==> src/rtl/uart_pkg.sv <==
// Shared UART definitions: autobaud state encoding and sync-character constants.
package uart_pkg;

  localparam int unsigned DEF_CNT_W  = 24;
  localparam int unsigned SYNC_EDGES = 8;
  localparam int unsigned SYNC_SHIFT = 3;

  typedef enum logic [2:0] {
    IDLE,
    WAIT_START,
    MEASURE,
    STOP_CHK,
    LOCKED
  } autobaud_state_e;

endpackage

==> src/rtl/uart_autobaud_if.sv <==
// Control/status bundle between the autobaud detector and the UART bridge.
// baud_rate exists only when UART_AUTOBAUD_RATE_OUT_EN is defined.
interface uart_autobaud_if
  import uart_pkg::*;
#(
  parameter int unsigned CNT_W = DEF_CNT_W
);
  logic             enable;
  logic             arm;
  logic             rx;
  logic [CNT_W-1:0] bit_cycles;
  logic             locked;
  logic             busy;
  logic             error;
`ifdef UART_AUTOBAUD_RATE_OUT_EN
  logic [31:0]      baud_rate;

  modport master (output enable, arm, rx,
                  input  bit_cycles, locked, busy, error, baud_rate);
  modport slave  (input  enable, arm, rx,
                  output bit_cycles, locked, busy, error, baud_rate);
`else
  modport master (output enable, arm, rx,
                  input  bit_cycles, locked, busy, error);
  modport slave  (input  enable, arm, rx,
                  output bit_cycles, locked, busy, error);
`endif
endinterface

==> src/rtl/rx_sync_edge.sv <==
// 2-FF synchronizer for an asynchronous serial line with registered rise/fall pulses.
// Pulses appear 3 cycles after the pin changes; level is aligned with the pulses.
module rx_sync_edge (
  input  logic clk,
  input  logic reset,
  input  logic d,
  output logic level,
  output logic rise,
  output logic fall
);
  logic s1;
  logic s2;

  // Reset to the idle-high line level so no edge is reported out of reset.
  always_ff @(posedge clk or posedge reset) begin
    if (reset) begin
      s1    <= 1'b1;
      s2    <= 1'b1;
      level <= 1'b1;
      rise  <= 1'b0;
      fall  <= 1'b0;
    end else begin
      s1    <= d;
      s2    <= s1;
      level <= s2;
      rise  <= s2 & ~level;
      fall  <= ~s2 & level;
    end
  end
endmodule

==> src/rtl/uart_autobaud.sv <==
// Measures clock cycles per bit from a 0x55 sync character on rx.
// Define UART_AUTOBAUD_RATE_OUT_EN to add the derived baud_rate output.
module uart_autobaud
  import uart_pkg::*;
#(
  parameter int unsigned CLK_FREQ       = 50_000_000,
  parameter int unsigned CNT_W          = DEF_CNT_W,
  parameter int unsigned MIN_BIT_CYCLES = 4
) (
  input  logic            clk,
  input  logic            reset,
  uart_autobaud_if.slave  io
);
  localparam int unsigned CW1    = CNT_W + 1;
  localparam int unsigned EDGE_W = $clog2(SYNC_EDGES);
  localparam logic [CNT_W-1:0] CNT_MAX = {CNT_W{1'b1}};

  autobaud_state_e   state;
  logic [CNT_W-1:0]  total;
  logic [CNT_W-1:0]  interval;
  logic [CNT_W-1:0]  ref_len;
  logic [EDGE_W-1:0] edge_cnt;
  logic [CNT_W-1:0]  stop_cnt;
  logic [CNT_W-1:0]  bc_next;
  logic              seen_high;
  logic              seen_rise;
  logic [CNT_W-1:0]  bit_cycles_q;
  logic              locked_q;
  logic              busy_q;
  logic              error_q;

  logic rx_level;
  logic rx_rise;
  logic rx_fall;

  rx_sync_edge u_sync (
    .clk   (clk),
    .reset (reset),
    .d     (io.rx),
    .level (rx_level),
    .rise  (rx_rise),
    .fall  (rx_fall)
  );

  logic [CNT_W-1:0] cur_len;
  logic [CNT_W-1:0] total_now;
  logic [CW1-1:0]   win_lo;
  logic [CW1-1:0]   win_hi;
  logic [CW1-1:0]   bc_sum;
  logic [CNT_W-1:0] bc_calc;
  logic             edge_any;
  logic             too_short;
  logic             out_of_win;
  logic             saturated;
  logic             last_edge;
  logic             fail;

  // Interval checks; the window is widened by one bit so ref + ref/4 cannot wrap.
  always_comb begin
    cur_len    = interval + CNT_W'(1);
    total_now  = total + CNT_W'(1);
    win_lo     = CW1'(ref_len) - CW1'(ref_len >> 2);
    win_hi     = CW1'(ref_len) + CW1'(ref_len >> 2);
    bc_sum     = CW1'(total_now) + CW1'(1 << (SYNC_SHIFT - 1));
    bc_calc    = CNT_W'(bc_sum >> SYNC_SHIFT);
    edge_any   = rx_rise | rx_fall;
    too_short  = cur_len < CNT_W'(MIN_BIT_CYCLES);
    out_of_win = (edge_cnt != '0) &&
                 ((CW1'(cur_len) < win_lo) || (CW1'(cur_len) > win_hi));
    saturated  = (total_now == CNT_MAX);
    last_edge  = (edge_cnt == EDGE_W'(SYNC_EDGES - 1));
    fail       = ((state == MEASURE) && (saturated || (edge_any && (too_short || out_of_win)))) ||
                 ((state == STOP_CHK) && rx_fall);
  end

`ifdef UART_AUTOBAUD_RATE_OUT_EN
  logic [31:0] baud_q;
  logic [31:0] baud_calc;

  always_comb begin
    baud_calc = '0;
    if (bc_next != '0) baud_calc = 32'(64'(CLK_FREQ) / 64'(bc_next));
  end

  always_ff @(posedge clk or posedge reset) begin
    if (reset)
      baud_q <= '0;
    else if (io.enable && !io.arm && !fail && (state == STOP_CHK) && !rx_rise &&
             seen_rise && (stop_cnt + CNT_W'(1) == bc_next))
      baud_q <= baud_calc;
  end

  assign io.baud_rate = baud_q;
`endif

  // Control FSM; enable dominates, then error/arm restart, then normal progress.
  always_ff @(posedge clk or posedge reset) begin
    if (reset) begin
      state        <= IDLE;
      total        <= '0;
      interval     <= '0;
      ref_len      <= '0;
      edge_cnt     <= '0;
      stop_cnt     <= '0;
      bc_next      <= '0;
      seen_high    <= 1'b0;
      seen_rise    <= 1'b0;
      bit_cycles_q <= '0;
      locked_q     <= 1'b0;
      busy_q       <= 1'b0;
      error_q      <= 1'b0;
    end else begin
      error_q <= 1'b0;
      if (!io.enable) begin
        state  <= IDLE;
        busy_q <= 1'b0;
      end else if (fail || io.arm) begin
        state     <= WAIT_START;
        busy_q    <= 1'b1;
        seen_high <= 1'b0;
        error_q   <= fail;
        if (io.arm) locked_q <= 1'b0;
      end else begin
        case (state)
          WAIT_START: begin
            if (rx_fall && seen_high) begin
              state    <= MEASURE;
              total    <= '0;
              interval <= '0;
              edge_cnt <= '0;
            end else if (rx_level) begin
              seen_high <= 1'b1;
            end
          end
          MEASURE: begin
            total <= total_now;
            if (edge_any) begin
              interval <= '0;
              edge_cnt <= edge_cnt + EDGE_W'(1);
              if (edge_cnt == '0) ref_len <= cur_len;
              if (last_edge) begin
                state     <= STOP_CHK;
                bc_next   <= bc_calc;
                seen_rise <= 1'b0;
                stop_cnt  <= '0;
              end
            end else begin
              interval <= cur_len;
            end
          end
          STOP_CHK: begin
            // The rise cycle counts as the first high cycle of the stop bit.
            if (rx_rise) begin
              seen_rise <= 1'b1;
              stop_cnt  <= CNT_W'(1);
            end else if (seen_rise) begin
              if (stop_cnt + CNT_W'(1) == bc_next) begin
                bit_cycles_q <= bc_next;
                locked_q     <= 1'b1;
                busy_q       <= 1'b0;
                state        <= LOCKED;
              end else begin
                stop_cnt <= stop_cnt + CNT_W'(1);
              end
            end
          end
          IDLE, LOCKED: ;
          default: begin
            state  <= IDLE;
            busy_q <= 1'b0;
          end
        endcase
      end
    end
  end

  assign io.bit_cycles = bit_cycles_q;
  assign io.locked     = locked_q;
  assign io.busy       = busy_q;
  assign io.error      = error_q;

endmodule

==> src/flat_wrapper.sv <==
// flat-port wrapper written by rule: the top's interface ports become plain ports
module uart_autobaud_flat import uart_pkg::*;
#(
  parameter int unsigned CLK_FREQ       = 50_000_000,
  parameter int unsigned CNT_W          = DEF_CNT_W,
  parameter int unsigned MIN_BIT_CYCLES = 4
)
  (clk, reset, io_enable, io_arm, io_rx, io_bit_cycles, io_locked, io_busy, io_error);
  uart_autobaud_if #(.CNT_W(CNT_W)) io_i ();
  input  logic clk;
  input  logic reset;
  input wire logic [$bits(io_i.enable)-1:0] io_enable;
  input wire logic [$bits(io_i.arm)-1:0] io_arm;
  input wire logic [$bits(io_i.rx)-1:0] io_rx;
  output wire logic [$bits(io_i.bit_cycles)-1:0] io_bit_cycles;
  output wire logic [$bits(io_i.locked)-1:0] io_locked;
  output wire logic [$bits(io_i.busy)-1:0] io_busy;
  output wire logic [$bits(io_i.error)-1:0] io_error;
  assign io_i.enable = io_enable;
  assign io_i.arm = io_arm;
  assign io_i.rx = io_rx;
  assign io_bit_cycles = io_i.bit_cycles;
  assign io_locked = io_i.locked;
  assign io_busy = io_i.busy;
  assign io_error = io_i.error;
  uart_autobaud #(.CLK_FREQ(CLK_FREQ), .CNT_W(CNT_W), .MIN_BIT_CYCLES(MIN_BIT_CYCLES)) u_core (.clk(clk), .reset(reset), .io(io_i));
endmodule
==> config.mk <==
export PLATFORM = sky130hd
export DESIGN_NAME = uart_autobaud_flat
export DESIGN_NICKNAME = d
export VERILOG_FILES = /design/src/rtl/uart_pkg.sv /design/src/rtl/uart_autobaud_if.sv /design/src/rtl/rx_sync_edge.sv /design/src/rtl/uart_autobaud.sv /design/src/flat_wrapper.sv
export SDC_FILE = /design/constraint.sdc
export NUM_CORES = 1
export LEC_CHECK = 0
export BUFFER_PORTS_ARGS = -buffer_cell sky130_fd_sc_hd__buf_2
export CAP_MARGIN = 0
export CORE_ASPECT_RATIO = 1.75
export CORE_UTILIZATION = 45
export CTS_CLUSTER_SIZE = 16
export DETAILED_ROUTE_END_ITERATION = 7
export PLACE_DENSITY_LB_ADDON = 0.2
export SYNTH_ARGS = -nofsm -noshare
export SYNTH_HDL_FRONTEND = slang
export SYNTH_SLANG_ARGS = --single-unit
==> constraint.sdc <==
create_clock -name clk -period 5.1 [get_ports clk]
set_clock_uncertainty 0.2 [all_clocks]
set_input_delay 0.255 -clock clk [delete_from_list [all_inputs] [get_ports clk]]
set_output_delay 0.255 -clock clk [all_outputs]
set_load 0.05 [all_outputs]
Yosys cells after proc, flatten, opt, wreduce, memory -nomap -nowiden

Index checks and enable logic that the tools add are counted.

Register bits after elaboration: 156
Bits of input ports: 5
Output and inout port bits: 27

Add/sub/neg operators: 7
$lt $le $gt $ge: 3
Equality and inequality tests: 24
Multiplexer cells: 44
Bitwise operators: 7
Reduce and logical (&&, ||, !) cells: 33

Operator list:

| kind                    | number |
|---|---|
| $mux W24                | 7 |
| $pmux W24 S2            | 3 |
| $add A24 B1 Y24 const B | 3 |
| $mux W3                 | 10 |
| $add A24 B22 Y25        | 1 |
| $add A24 B3 Y25 const B | 1 |
| $gt A24 B25 Y1          | 1 |
| $lt A24 B25 Y1          | 1 |
| $sub A24 B22 Y25        | 1 |
| $eq A24 B22 Y1          | 1 |
| $eq A24 B24 Y1 const B  | 1 |
| $lt A24 B3 Y1 const B   | 1 |
| $mux W1                 | 20 |
| $reduce_and A6 Y1       | 3 |
| $reduce_and A5 Y1       | 3 |
| $reduce_and A7 Y1       | 2 |
| $reduce_bool A2 Y1      | 7 |
| $ne A4 B3 Y1 const B    | 3 |
| $pmux W3 S4             | 1 |
| $reduce_and A4 Y1       | 3 |
| $ne A2 B1 Y1 const B    | 5 |
| $ne A3 B2 Y1 const B    | 3 |
| $ne A4 B4 Y1 const B    | 2 |
| $eq A3 B2 Y1 const B    | 2 |
| other kinds (17)        | 33 |

Longest topological paths before layout

Gate-level depths: netlist (run 1).

Depth in word-level cells: 12
Depth in mapped cells: 26
Gate-level depth less buffers: 24

Hierarchy

A second synthesis (run 1) with hierarchy kept.

Cells, all modules: 1,437
Area total of the unflattened synthesis: 12,458.2 um^2

Modules (own cells, without submodules):

| module        | instances | cells an instance | area an instance (um^2) |
|---|---|---|---|
| uart_autobaud | 1         | 1,429             | 12,310.6 |
| rx_sync_edge  | 1         | 8                 | 147.6 |

Worst setup path before layout (run 1)

No wires, ideal clock.

Kind: register to register
Start: reg u_core.ref_len[0]
End: reg u_core.bit_cycles_q[10] (netlist: u_core.io.bit_cycles[10])
Arrival time: 5,213 ps
Path slack: -438 ps
Stages on the path, launching flop included: 26
Path buffers: 1
Period minus slack after synthesis: 5,538 ps
Path through: dfrtp_1 -> inv_1 -> ha_1 -> inv_1 -> fa_1 -> a211o_1 -> o211ai_1 -> nor4bb_1 -> o31a_1 -> o21a_1 -> o21bai_1 -> a211oi_1 -> o21bai_1 -> a21oi_1 -> xnor2_1 -> ha_1 -> nand2_1 -> nor4_1 -> nand2_1 -> a211oi_1 -> o32ai_2 -> a31o_4 -> nor3_4 -> nand4_4 -> buf_6 -> mux2_4

Word-level cells in the longest chain between the ends: 12

RTL lines:

| what                                                 | line                                     | text |
|---|---|---|
| from (decl)                                          | uart_autobaud.sv:21                      | `logic [CNT_W-1:0] ref_len;` |
| from (signal assigned)                               | uart_autobaud.sv:140                     | `if (edge_cnt == '0) ref_len <= cur_len;` |
| $sub A24 B22 Y25 or $add A24 B22 Y25 (tied branches) | uart_autobaud.sv:62, uart_autobaud.sv:63 |  |
| $lt A24 B25 Y1 or $gt A24 B25 Y1 (tied branches)     | uart_autobaud.sv:69                      | `((CW1'(cur_len) < win_lo) \|\| (CW1'(cur_len) > win_hi));` |
| $logic_or A1 B1 Y1 (*)                               | uart_autobaud.sv:69                      |  |
| $logic_and A1 B1 Y1 (*)                              | uart_autobaud.sv:68                      | `out_of_win = (edge_cnt != '0) &&` |
| $logic_or A1 B1 Y1 (*)                               | uart_autobaud.sv:72                      | `fail = ((state == MEASURE) && (saturated \|\| (edge_any && (too_short \|\| out_of_win)))) \|\|` |
| $logic_and A1 B1 Y1 (*)                              | uart_autobaud.sv:72                      |  |
| $logic_or A1 B1 Y1 (*)                               | uart_autobaud.sv:72                      |  |
| $logic_and A1 B1 Y1 (*)                              | uart_autobaud.sv:72                      |  |
| $logic_or A1 B1 Y1 (*)                               | uart_autobaud.sv:72                      |  |
| $logic_or A1 B1 Y1 (*)                               | uart_autobaud.sv:117                     | `end else if (fail \|\| io.arm) begin` |
| $not A1 Y1 (no source line) (*)                      | n/a                                      |  |
| $reduce_and A6 Y1 (no source line) (*)               | n/a                                      |  |
| to (signal assigned)                                 | uart_autobaud.sv:158                     | `bit_cycles_q <= bc_next;` |
| to (decl)                                            | uart_autobaud.sv:27                      | `logic [CNT_W-1:0] bit_cycles_q;` |

Every way passes the cells marked *; elsewhere a longest branch is shown, timed or not.
A chain may end at the register's enable or synchronous reset.

Worst setup path after layout (run 1)

Start: reg u_core.ref_len[2]
End: reg u_core.ref_len[2]

Word-level cells in the longest chain between the ends: 12

RTL lines:

| what                                                 | line |
|---|---|
| $sub A24 B22 Y25 or $add A24 B22 Y25 (tied branches) | uart_autobaud.sv:62, uart_autobaud.sv:63 |
| $lt A24 B25 Y1 or $gt A24 B25 Y1 (tied branches)     | uart_autobaud.sv:69 |
| $logic_or A1 B1 Y1 (*)                               | uart_autobaud.sv:69 |
| $logic_and A1 B1 Y1 (*)                              | uart_autobaud.sv:68 |
| $logic_or A1 B1 Y1 (*)                               | uart_autobaud.sv:72 |
| $logic_and A1 B1 Y1 (*)                              | uart_autobaud.sv:72 |
| $logic_or A1 B1 Y1 (*)                               | uart_autobaud.sv:72 |
| $logic_and A1 B1 Y1 (*)                              | uart_autobaud.sv:72 |
| $logic_or A1 B1 Y1 (*)                               | uart_autobaud.sv:72 |
| $logic_or A1 B1 Y1 (*)                               | uart_autobaud.sv:117 |
| $not A1 Y1 (no source line) (*)                      | n/a |
| $reduce_and A5 Y1 (no source line) (*)               | n/a |

Marked as above.

==> results by group, run 1 <==
Worst setup path
  • Critical Path RT: between 5 and 6 ns
  • CP Capture Type: register
  • Kind of critical path: register to register
  • Max FO, Critical Path: 8
  • FF-to-FF path depth: 27
  • Reg-to-Reg End: u_core.ref_len[2]
  • Critical R2R Launch: u_core.ref_len[2]
  • Startpoint Class: register
  • R2r setup slk: -0.47 ns
  • CP arrival: 5.71 ns

Detailed routing
  • ANT nets after route: 0
  • WL final: approximately 40000 um
  • WL/cell: 19.9 um
  • Via density: a little under 6
  • Vias: ~12000
  • Residual DRC: 0
  • 1st-pass router iterations: 5
  • 1st-iter DRT viols: 643

Global route
  • Vias in the first global route: 12179
  • GR Util All Layers: 28.4%
  • First-pass GRT wire length: 62900 um
  • Initial antenna violation count: 0
  • Gr ovfl total: 0
  • Largest net degree at the start of global routing: 64

Placed design
  • Buffers on Ports: 29
  • Placed Cells: between 1500 and 2000
  • Placed inst area: around 14000 um^2
  • Placer congestion estimate: 0.975
  • Post-DP HPWL: between 20000 and 30000 um
  • Worst slack, placed: -0.678 ns

Job
  • Max_cap viols: 0

Power
  • Worst vdd ir: 0.000251 V
  • Switching pwr: roughly 0.0021 W
  • Flop pwr share: 24.6%
  • Leak: 7.49 nW
  • Sw frac: 38.1%
  • Comb pwr share: 51.4%
  • Power per cell area: 320 nW/um^2
  • Clock share of power: 24.0%
  • Cell internal pwr: 0.00339 W
  • Total Power: around 0.0055 W

Worst hold path
  • Hold Crit Depth: 0
  • Hold Path End: u_core.u_sync.s2
  • Min-delay src: u_core.u_sync.s1
  • Hold/Removal Path Class: register to register

Synth
  • Gate Count Post-Synth: 1487
  • Top post-synthesis cells by area: dfrtp_1 30%, ha_1 9.7%, xnor2_1 6.1%, o21ai_0 4.6%, a21oi_1 4.0%
  • Sequential area share after synthesis: a little under a third
  • Synth Warn #: 0
  • Async SR Flop Fraction: 100%
  • Synth cell types: between 80 and 90
  • Top cell type's share of synthesized area: 30.1%
  • Synth Area per Inst: roughly 8.6 um^2
  • Main synth FF type: dfrtp_1
  • Count leader, synth: dfrtp_1
  • Post-synth EDFFs: 0
  • Synth Register Bits: 156
  • Synth top cells by count: 153 x dfrtp_1, 121 x nand2_1, 117 x o21ai_0
  • Synth area leader: dfrtp_1
  • Synth Cell Area: 12700 um^2

Floorplan
  • CORE AREA: around 28000 um^2
  • # IOs: 32
  • Initial core utilization: 45.7%
  • Die area: between 20000 and 30000 um^2
  • Die W: 129 um
  • Std-Cell Rows: 81
  • Chip height: ~220 um

STA
  • Worst slew pin tran: roughly 0.93 ns
  • Finish-stage setup viols: between 100 and 150
  • Max transition margin: a little under two fifths
  • Final WS setup: -0.474 ns
  • Final period utilization: 109%
  • Pins Over Slew Limit: 0
  • Unrepaired setup endpoints after global routing: yes
  • Final hold vios: 0
  • Peak Freq: about 180 MHz
  • Final min period: ~5.6 ns

CTS
  • Clock latency on the worst-skew pair: 0.45 ns
  • Clock root cell: clkbuf_16
  • Deepest clock path buffer count: 2
  • Clock tree from TritonCTS: yes
  • H-tree levels: 4
  • Reg clk slew, reported paths: around 0.070 ns
  • CTS Buf Count: 17
  • Number of clock sinks: 156

Final layout
  • Layout cells sized above 1: around a third
  • Fillers: 2388
  • Layout Nets: 1750
  • Core Util, Final: just over 60%
  • N_diodes: 0
  • Area grow syn2layout: 34.0%
  • Design Area, Final: 17100 um^2
  • Finished Layout Cells: between 2000 and 2500

Outcome
  • Failing checks: negative setup slack
  • Status: complete, but fails checks
[state kept, by name, summed over array words and instances, names as in the netlist]
register,count
u_core.interval,24
u_core.ref_len,24
u_core.stop_cnt,24
u_core.total,24
u_core.bc_next,22
u_core.io.bit_cycles,22
u_core.edge_cnt,3
u_core.state,3
u_core.io.busy,1
u_core.io.error,1
u_core.io.locked,1
u_core.seen_high,1
u_core.seen_rise,1
u_core.u_sync.fall,1
u_core.u_sync.level,1
u_core.u_sync.rise,1
u_core.u_sync.s1,1
u_core.u_sync.s2,1
[how the worst max path moves through the flow]
stage | from | endpoint | slack [ns]
finish | u_core.ref_len[2] | u_core.ref_len[2] | -0.47
global route | u_core.ref_len[2] | u_core.io.bit_cycles[0] | -0.68
CTS | u_core.ref_len[2] | u_core.io.bit_cycles[0] | -0.48
detailed placement | u_core.ref_len[1] | u_core.bc_next[4] | -0.68
global placement | u_core.ref_len[1] | u_core.bc_next[5] | -0.57
floorplan | u_core.ref_len[0] | u_core.io.bit_cycles[10] | -0.007
[cells by family after synthesis]
logic type | Yosys count | synth area share (%)
XOR/XNOR | 123 | 8.56
adder cells (fa/ha/maj) | 101 | 10.0
other | 1 | 0.0294
AO/OA/AOI/OAI | 386 | 19.2
buffers and inverters | 158 | 5.21
flip-flops | 156 | 30.7
multiplexers | 51 | 5.01
AND/OR/NAND/NOR | 511 | 21.3
[per-stage QoR]
step,setup TNS (ns),hold WS (ns)
floorplan,-0.109,0.0595
global placement,-63.36,0.149
detailed placement,-79.42,0.151
CTS,-55.64,0.160
global route,-84.57,0.163
finish,-51.21,0.158
[timing repair]
item / CTS / global route
hold endpoints to repair: 67 / 0
hold buffers: 4 / 0
buffers inserted: 21 / 14
setup endpoints to repair: 151 / 151
gates resized for setup: 261 / 179
pin swaps: 60 / 41
cloned: 12 / 5
[per-layer routing]
layer / GRT usage [%] / wire [um] / vias to the layer above
li1: - / - / 5700
met1: 26.9 / 13800 / 5899
met2: 54.6 / 22500 / 283
met3: 3.78 / 1000 / 149
met4: 20.4 / 3110 / 0
met5: 0 / 0 / -
[cell usage in the layout, fill, tap and decap left out, types with 21 or more instances in the layout]
cell type,netlist,layout
o21ai_2,0,53
inv_1,72,70
a21oi_1,101,83
buf_2,25,29
ha_1,99,96
xor2_1,33,32
dfrtp_1,153,151
nand3_1,54,51
nor3_1,26,26
o31ai_4,0,38
o21ai_1,2,21
nand4_1,37,37
mux2_2,30,28
xnor2_1,89,87
buf_4,6,139
clkbuf_16,0,22
o21ai_0,117,39
nor2b_1,24,24
nand2_1,121,92
nor2_1,114,92
[worst max-delay path, cell delays in order (launching register included)]
cell and delay (ns):
dfrtp_2 0.46, ha_4 0.17, inv_2 0.03, fa_2 0.36, o21bai_4 0.15, o211ai_1 0.13, nand3_1 0.15, a221oi_2 0.07
buf_4 0.15, o221ai_2 0.18, a21oi_1 0.09, o21bai_1 0.18, a211o_1 0.22, or4b_4 0.47, o211ai_1 0.12, ha_1 0.19
nand4_1 0.13, nor4_2 0.31, o41a_1 0.22, o2111ai_2 0.14, a31oi_2 0.24, buf_4 0.16, nor3_4 0.05, buf_4 0.16
nand4_1 0.09, buf_6 0.13, buf_12 0.16, mux2_4 0.32
[power groups by stage]
stage	combinational, W	clock [W]	sequential [W]
2_1_floorplan	0.00160	0	0.00137
3_3_place_gp	0.00255	0	0.00136
3_5_place_dp	0.00258	0	0.00137
4_1_cts	0.00272	0.00135	0.00134
5_1_grt	0.00309	0.00140	0.00135
6_report	0.00281	0.00131	0.00135
[cell type report]
| class | count | area [um^2] | area share [%] |
|---|---|---|---|
| Clock buffer | 21 | 460 | 2.70 |
| Clock inverter | 11 | 134 | 0.785 |
| Inverter | 72 | 275 | 1.61 |
| Multi-Input combinational cell | 1174 | 9670 | 56.6 |
| Sequential cell | 156 | 3910 | 22.9 |
| Tap cell | 373 | 467 | 2.73 |
| Timing Repair Buffer | 223 | 2150 | 12.6 |
No activity file was read; power rests on OpenSTA's default activity.
==> run 2: changes to the inputs <==
- CELL_PAD_IN_SITES_DETAIL_PLACEMENT: unset -> 1
- CELL_PAD_IN_SITES_GLOBAL_PLACEMENT: unset -> 2
- CORE_UTILIZATION: 45 -> 36
==> run 2 against run 1 <==
Net effect:
- the flow still finishes with violations (negative setup slack)
- non-clock buffer count up 4
- first-iteration DRC count down 48%
- routed wire length grew 13%
- largest cell class unchanged
==> results by group, run 2 (synthesis gave the netlist of run 1 again) <==
STA
  • Unrepaired setup endpoints after global routing: yes
  • Worst slew pin tran: about 0.94 ns
  • Finish-stage setup viols: 151
  • Final hold vios: 0
  • Final min period: 5.79 ns
  • Max transition margin: 37.0%
  • Pins Over Slew Limit: 0
  • Peak Freq: 173 MHz
  • Final period utilization: 113%
  • Final WS setup: -0.685 ns

Detailed routing
  • WL/cell: 21.5 um
  • Via density: 5.63
  • ANT nets after route: 0
  • 1st-iter DRT viols: 332
  • WL final: between 40000 and 50000 um
  • 1st-pass router iterations: 4
  • Residual DRC: 0
  • Vias: around 12000

Outcome
  • Status: complete, but fails checks
  • Failing checks: negative setup slack

Worst setup path
  • Startpoint Class: register
  • CP Capture Type: register
  • Delay-heaviest family, CP: compound AO/OA/AOI/OAI gates
  • CP max stage delay: 0.40 ns
  • Max FO, Critical Path: 8
  • CP Buf/Inv Count: 4
  • CP arrival: 5.94 ns
  • Slowest cell on the critical path: dfrtp_1
  • Kind of critical path: register to register
  • Critical Path RT: approximately 5.3 ns

CTS
  • Clock latency on the worst-skew pair: around 0.46 ns
  • Deepest clock path buffer count: 2
  • Clock root cell: clkbuf_16
  • Clock tree from TritonCTS: yes
  • Number of clock sinks: 156
  • Reg clk slew, reported paths: 0.07 ns
  • CTS Buf Count: 17
  • H-tree levels: 4

Floorplan
  • Chip height: 251 um
  • Die W: ~140 um
  • Initial core utilization: 36.7%
  • CORE AREA: roughly 35000 um^2
  • # IOs: 32
  • Std-Cell Rows: 90
  • Die area: between 30000 and 40000 um^2

Final layout
  • Layout cells sized above 1: 32.5%
  • N_diodes: 0
  • Highest-count cells in the layout ignoring fill and taps: 152 x dfrtp_1, 136 x buf_4, 96 x ha_1
  • Commonest non-fill, non-tap cell in the layout: dfrtp_1
  • Area grow syn2layout: 35.2%
  • Layout Nets: 1755
  • Core Util, Final: 49.7%

Power
  • Worst vdd ir: 0.000225 V
  • Total Power: 0.00545 W
  • Power per cell area: 316 nW/um^2
  • Leak: 7.51 nW

Global route
  • Largest net degree at the start of global routing: 58
  • First-pass GRT wire length: 71300 um
  • Gr ovfl total: 0
  • Vias in the first global route: 13021
  • GR Util All Layers: 25.9%
  • Initial antenna violation count: 0

Placed design
  • Post-DP HPWL: 33700 um
  • Buffers on Ports: 29
  • Placer congestion estimate: 0.924

Worst hold path
  • Hold/Removal Path Class: register to register

Job
  • Max_cap viols: 0
-- run 2: power by group --
group          total [W]  internal (W)  leakage (nW)  switching (W)
sequential       0.00135       0.00129          2.08      0.0000526
clock            0.00132      0.000754         0.284       0.000565
combinational    0.00279       0.00131          5.15        0.00148
-- run 2: path summary, 6_finish.rpt --
path	from	endpoint	slack [ns]	cells after the start
setup / recovery	u_core.ref_len[0]	u_core.total[16]	-0.69	26
hold reg to reg	u_core.u_sync.s1	u_core.u_sync.s2	0.16	0
hold / removal	u_core.u_sync.s1	u_core.u_sync.s2	0.16	0
min in group asynchronous	reset	u_core.interval[1]	0.24	3
setup reg to reg	u_core.ref_len[0]	u_core.total[16]	-0.69	26
max in group asynchronous	reset	u_core.total[16]	3.19	4
-- run 2: area by class of cell --
cell class | count | area (um^2)
flip-flops and latches | 156 | 3910
fillers | 4023 | 17500
clock inverters | 10 | 116
multi-input cells | 1175 | 9740
repair buffers | 227 | 2140
inverters | 72 | 275
clock buffers | 20 | 467
well taps | 460 | 576
-- run 2: per-layer routing --
metal	up-vias	wire length [um]	global-route usage [%]
met5	-	0	0
met4	0	2230	12.2
met2	150	26300	52.0
li1	5705	-	-
met1	5977	16300	25.3
met3	98	690	2.95
-- run 2: worst reg2reg max path, cell delays in order (launching register included) --
cell,delay [ns]
dfrtp_1,0.40
inv_1,0.08
ha_2,0.19
inv_2,0.04
fa_2,0.34
a211o_1,0.27
o211ai_1,0.14
nor4bb_4,0.30
o31a_1,0.26
o21a_4,0.19
o21bai_4,0.07
a211oi_2,0.24
o21bai_1,0.10
a21oi_1,0.18
xnor2_1,0.11
ha_1,0.31
nand2_2,0.08
nor4_4,0.31
nand2_2,0.14
a211oi_4,0.33
o32ai_4,0.19
a31oi_4,0.21
buf_6,0.14
nand3_4,0.13
buf_6,0.20
or2_4,0.33
o31ai_1,0.21
-- run 2: per-stage QoR --
step	instance area (um^2)	setup TNS [ns]	worst slack [ns]	cells	hold slack, ns
floorplan	12800	-0.109	-0.00669	1488	0.0595
finish	17200	-89.12	-0.685	2120	0.156
detailed placement	14400	-122.75	-0.977	2049	0.148
CTS	16200	-79.51	-0.638	2108	0.157
global route	17200	-126.12	-0.946	2120	0.159
global placement	14400	-119.55	-0.926	2049	0.150
-- run 2: timing repair --
action / 4_1_cts / 5_1_grt
endpoints found under the setup margin: 151 / 151
pin swaps: 28 / 68
buffers inserted: 18 / 15
hold buffers: 4 / 0
gates cloned: 9 / 1
hold endpoints to repair: 59 / 0
resized for setup: 259 / 211
==> run 3: changes to the inputs <==
- CELL_PAD_IN_SITES_DETAIL_PLACEMENT: 1 -> 0
- CELL_PAD_IN_SITES_GLOBAL_PLACEMENT: 2 -> 1
- CORE_UTILIZATION: 36 -> 30
==> run 3 against run 2 <==
Net effect:
- the run still ends with negative setup slack left
- global-route usage decreased by 5.2 points
- non-clock buffer count grew 21
- register-to-register slack improved by 0.14 ns
- critical path depth decreased by 1
- via count shrank 1.9%
- sequential share of layout area increased by 0.82 points
- die area rose by 20%
==> results by group, run 3 (synthesis gave the netlist of run 1 again) <==
Outcome
  • Status: complete, but fails checks
  • Failing checks: negative setup slack

Power
  • Power per cell area: 325 nW/um^2
  • Cell internal pwr: 0.00331 W
  • Comb pwr share: a little over 50%
  • Leak: 7.40 nW
  • Sw frac: approximately 39%
  • Switching pwr: about 0.0021 W
  • Clock share of power: 23.7%
  • Worst vdd ir: 0.000178 V
  • Flop pwr share: 24.9%

Worst setup path
  • Reg-to-Reg End: u_core.io.bit_cycles[15]
  • Max FO, Critical Path: 9
  • CP Capture Type: register
  • FF-to-FF path depth: 25
  • CP arrival: a little under 6 ns
  • Critical R2R Launch: u_core.ref_len[0]
  • Critical Path RT: between 5 and 6 ns
  • Kind of critical path: register to register
  • R2r setup slk: -0.55 ns
  • Startpoint Class: register

STA
  • Peak Freq: 177 MHz
  • Final WS setup: -0.546 ns
  • Final period utilization: 111%
  • Hold_ws: roughly 0.16 ns
  • Final min period: 5.65 ns
  • Unrepaired setup endpoints after global routing: yes
  • Pins Over Slew Limit: 0
  • Finish-stage setup viols: 148
  • Max transition margin: between 30% and 40%
  • Worst slew pin tran: 0.929 ns
  • Final hold vios: 0

Global route
  • GRT met2 Usage: 41.5%
  • Met3 usage: under 10%
  • Gr ovfl total: 0
  • First-pass GRT wire length: 67600 um
  • Initial antenna violation count: 0
  • Largest net degree at the start of global routing: 71
  • GR Util All Layers: 20.7%
  • Grt met1 use: approximately a fifth
  • Vias in the first global route: 12171
  • Layer with the highest usage: met2

Worst hold path
  • Min-delay src: u_core.u_sync.s1
  • Hold/Removal Path Class: register to register
  • Hold Path End: u_core.u_sync.s2
  • Hold Crit Depth: 0

Final layout
  • Highest-count cells in the layout ignoring fill and taps: 161 x buf_4, 151 x dfrtp_1, 108 x nand2_1
  • Commonest non-fill, non-tap cell in the layout: buf_4
  • N_diodes: 0
  • Finished Layout Cells: approximately 2200
  • Design Area, Final: between 15000 and 20000 um^2
  • Layout cells sized above 1: 28.3%
  • Layout Nets: ~1800
  • Fillers: about 4200
  • Area grow syn2layout: 30.5%

CTS
  • Clock tree from TritonCTS: yes
  • Reg clk slew, reported paths: 0.08 ns
  • Number of clock sinks: 156
  • CTS Buf Count: 17
  • H-tree levels: 4
  • Deepest clock path buffer count: 2
  • Clock latency on the worst-skew pair: 0.46 ns
  • Clock root cell: clkbuf_16

Floorplan
  • Std-Cell Rows: 99
  • Die W: 158 um
  • Die area: 43300 um^2
  • Initial core utilization: a little under a third
  • # IOs: 32
  • Chip height: between 200 and 300 um
  • CORE AREA: 41700 um^2

Job
  • Max_cap viols: 0

Placed design
  • Worst slack, placed: -0.753 ns
  • Placer congestion estimate: roughly 0.93
  • Placed Cells: 2168
  • Post-DP HPWL: 32500 um
  • Placed inst area: around 15000 um^2
  • Buffers on Ports: 29

Detailed routing
  • ANT nets after route: 0
  • 1st-iter DRT viols: 496
  • Via density: 5.23
  • WL final: 43600 um
  • Residual DRC: 0
  • 1st-pass router iterations: 5
  • WL/cell: 19.5 um
  • Vias: 11708
==> run 3: cell types whose count changed in the layout (fill, tap and decap cells not counted), sizes merged <==
| cell | previous run | this run |
|---|---|---|
| bufinv | 2 | 1 |
| or2 | 7 | 6 |
| clkinv | 5 | 3 |
| clkbuf | 21 | 24 |
| inv | 73 | 78 |
| clkinvlp | 2 | 4 |
| buf | 222 | 238 |
==> run 3: power groups by stage <==
stage / registers [W] / clock network [W] / logic (W)
2_1_floorplan: 0.00137 / 0 / 0.00160
3_3_place_gp: 0.00136 / 0 / 0.00264
3_5_place_dp: 0.00136 / 0 / 0.00265
4_1_cts: 0.00134 / 0.00133 / 0.00275
5_1_grt: 0.00135 / 0.00137 / 0.00310
6_report: 0.00134 / 0.00128 / 0.00278
==> run 3: worst max path at each step <==
stage | from | to | slack [ns] | cells after the start
6_report | u_core.ref_len[0] | u_core.io.bit_cycles[15] | -0.55 | 25
5_1_grt | u_core.ref_len[0] | u_core.io.bit_cycles[15] | -0.81 | 25
4_1_cts | u_core.ref_len[0] | u_core.ref_len[2] | -0.47 | 27
3_5_place_dp | u_core.ref_len[2] | u_core.stop_cnt[0] | -0.75 | 23
3_3_place_gp | u_core.ref_len[2] | u_core.bc_next[3] | -0.69 | 23
2_1_floorplan | u_core.ref_len[0] | u_core.io.bit_cycles[10] | -0.007 | 25
==> run 3: timing repair <==
action                                  in CTS  in global routing
hold buffers                                 4                  0
setup buffers                                9                 15
pin swaps                                   23                 21
endpoints found under the setup margin     151                151
gates resized for setup                    123                119
cloned                                       5                  6
endpoints found under the hold margin       73                  0
==> run 3: metal layers <==
metal  wire length [um]  share of wire [%]  vias to the layer above
met5                  0                  0                        -
met4               2340                5.4                        0
met3                697                1.6                       89
met2              25300                 58                      168
met1              15200                 35                     5697
li1                   -                  -                     5754
==> run 3: worst max-delay path, stage by stage, from the launching register on <==
cell,delay (ns)
dfrtp_1,0.40
buf_6,0.13
ha_4,0.15
inv_2,0.05
fa_2,0.22
o21bai_4,0.06
o211ai_1,0.26
nand3_1,0.18
a221oi_2,0.25
buf_4,0.19
o221ai_4,0.11
a21oi_2,0.14
o21bai_1,0.09
a211o_1,0.35
xor2_1,0.17
ha_1,0.32
a21o_1,0.22
a2111oi_4,0.32
o21ai_2,0.09
o2111ai_2,0.22
a31oi_4,0.07
or2_4,0.28
nor3_4,0.24
nand4_4,0.25
clkbuf_16,0.26
mux2_4,0.29
==> run 3: through the flow <==
step | util (%) | setup TNS [ns] | total power [W]
finish | 39.8 | -54.81 | 0.00540
global route | 39.8 | -96.51 | 0.00582
CTS | 38.2 | -54.24 | 0.00542
detailed placement | 35.2 | -88.56 | 0.00402
global placement | 35.2 | -81.36 | 0.00400
floorplan | - | -0.109 | 0.00297
==> run 3: cell type report <==
cell class / count / area, um^2 / share of cell area, %
Timing Repair Buffer: 248 / 2270 / 13.7
Clock inverter: 14 / 134 / 0.805
Inverter: 72 / 275 / 1.66
Sequential cell: 156 / 3910 / 23.5
Clock buffer: 18 / 429 / 2.58
Tap cell: 555 / 694 / 4.18
Multi-Input combinational cell: 1174 / 8920 / 53.6
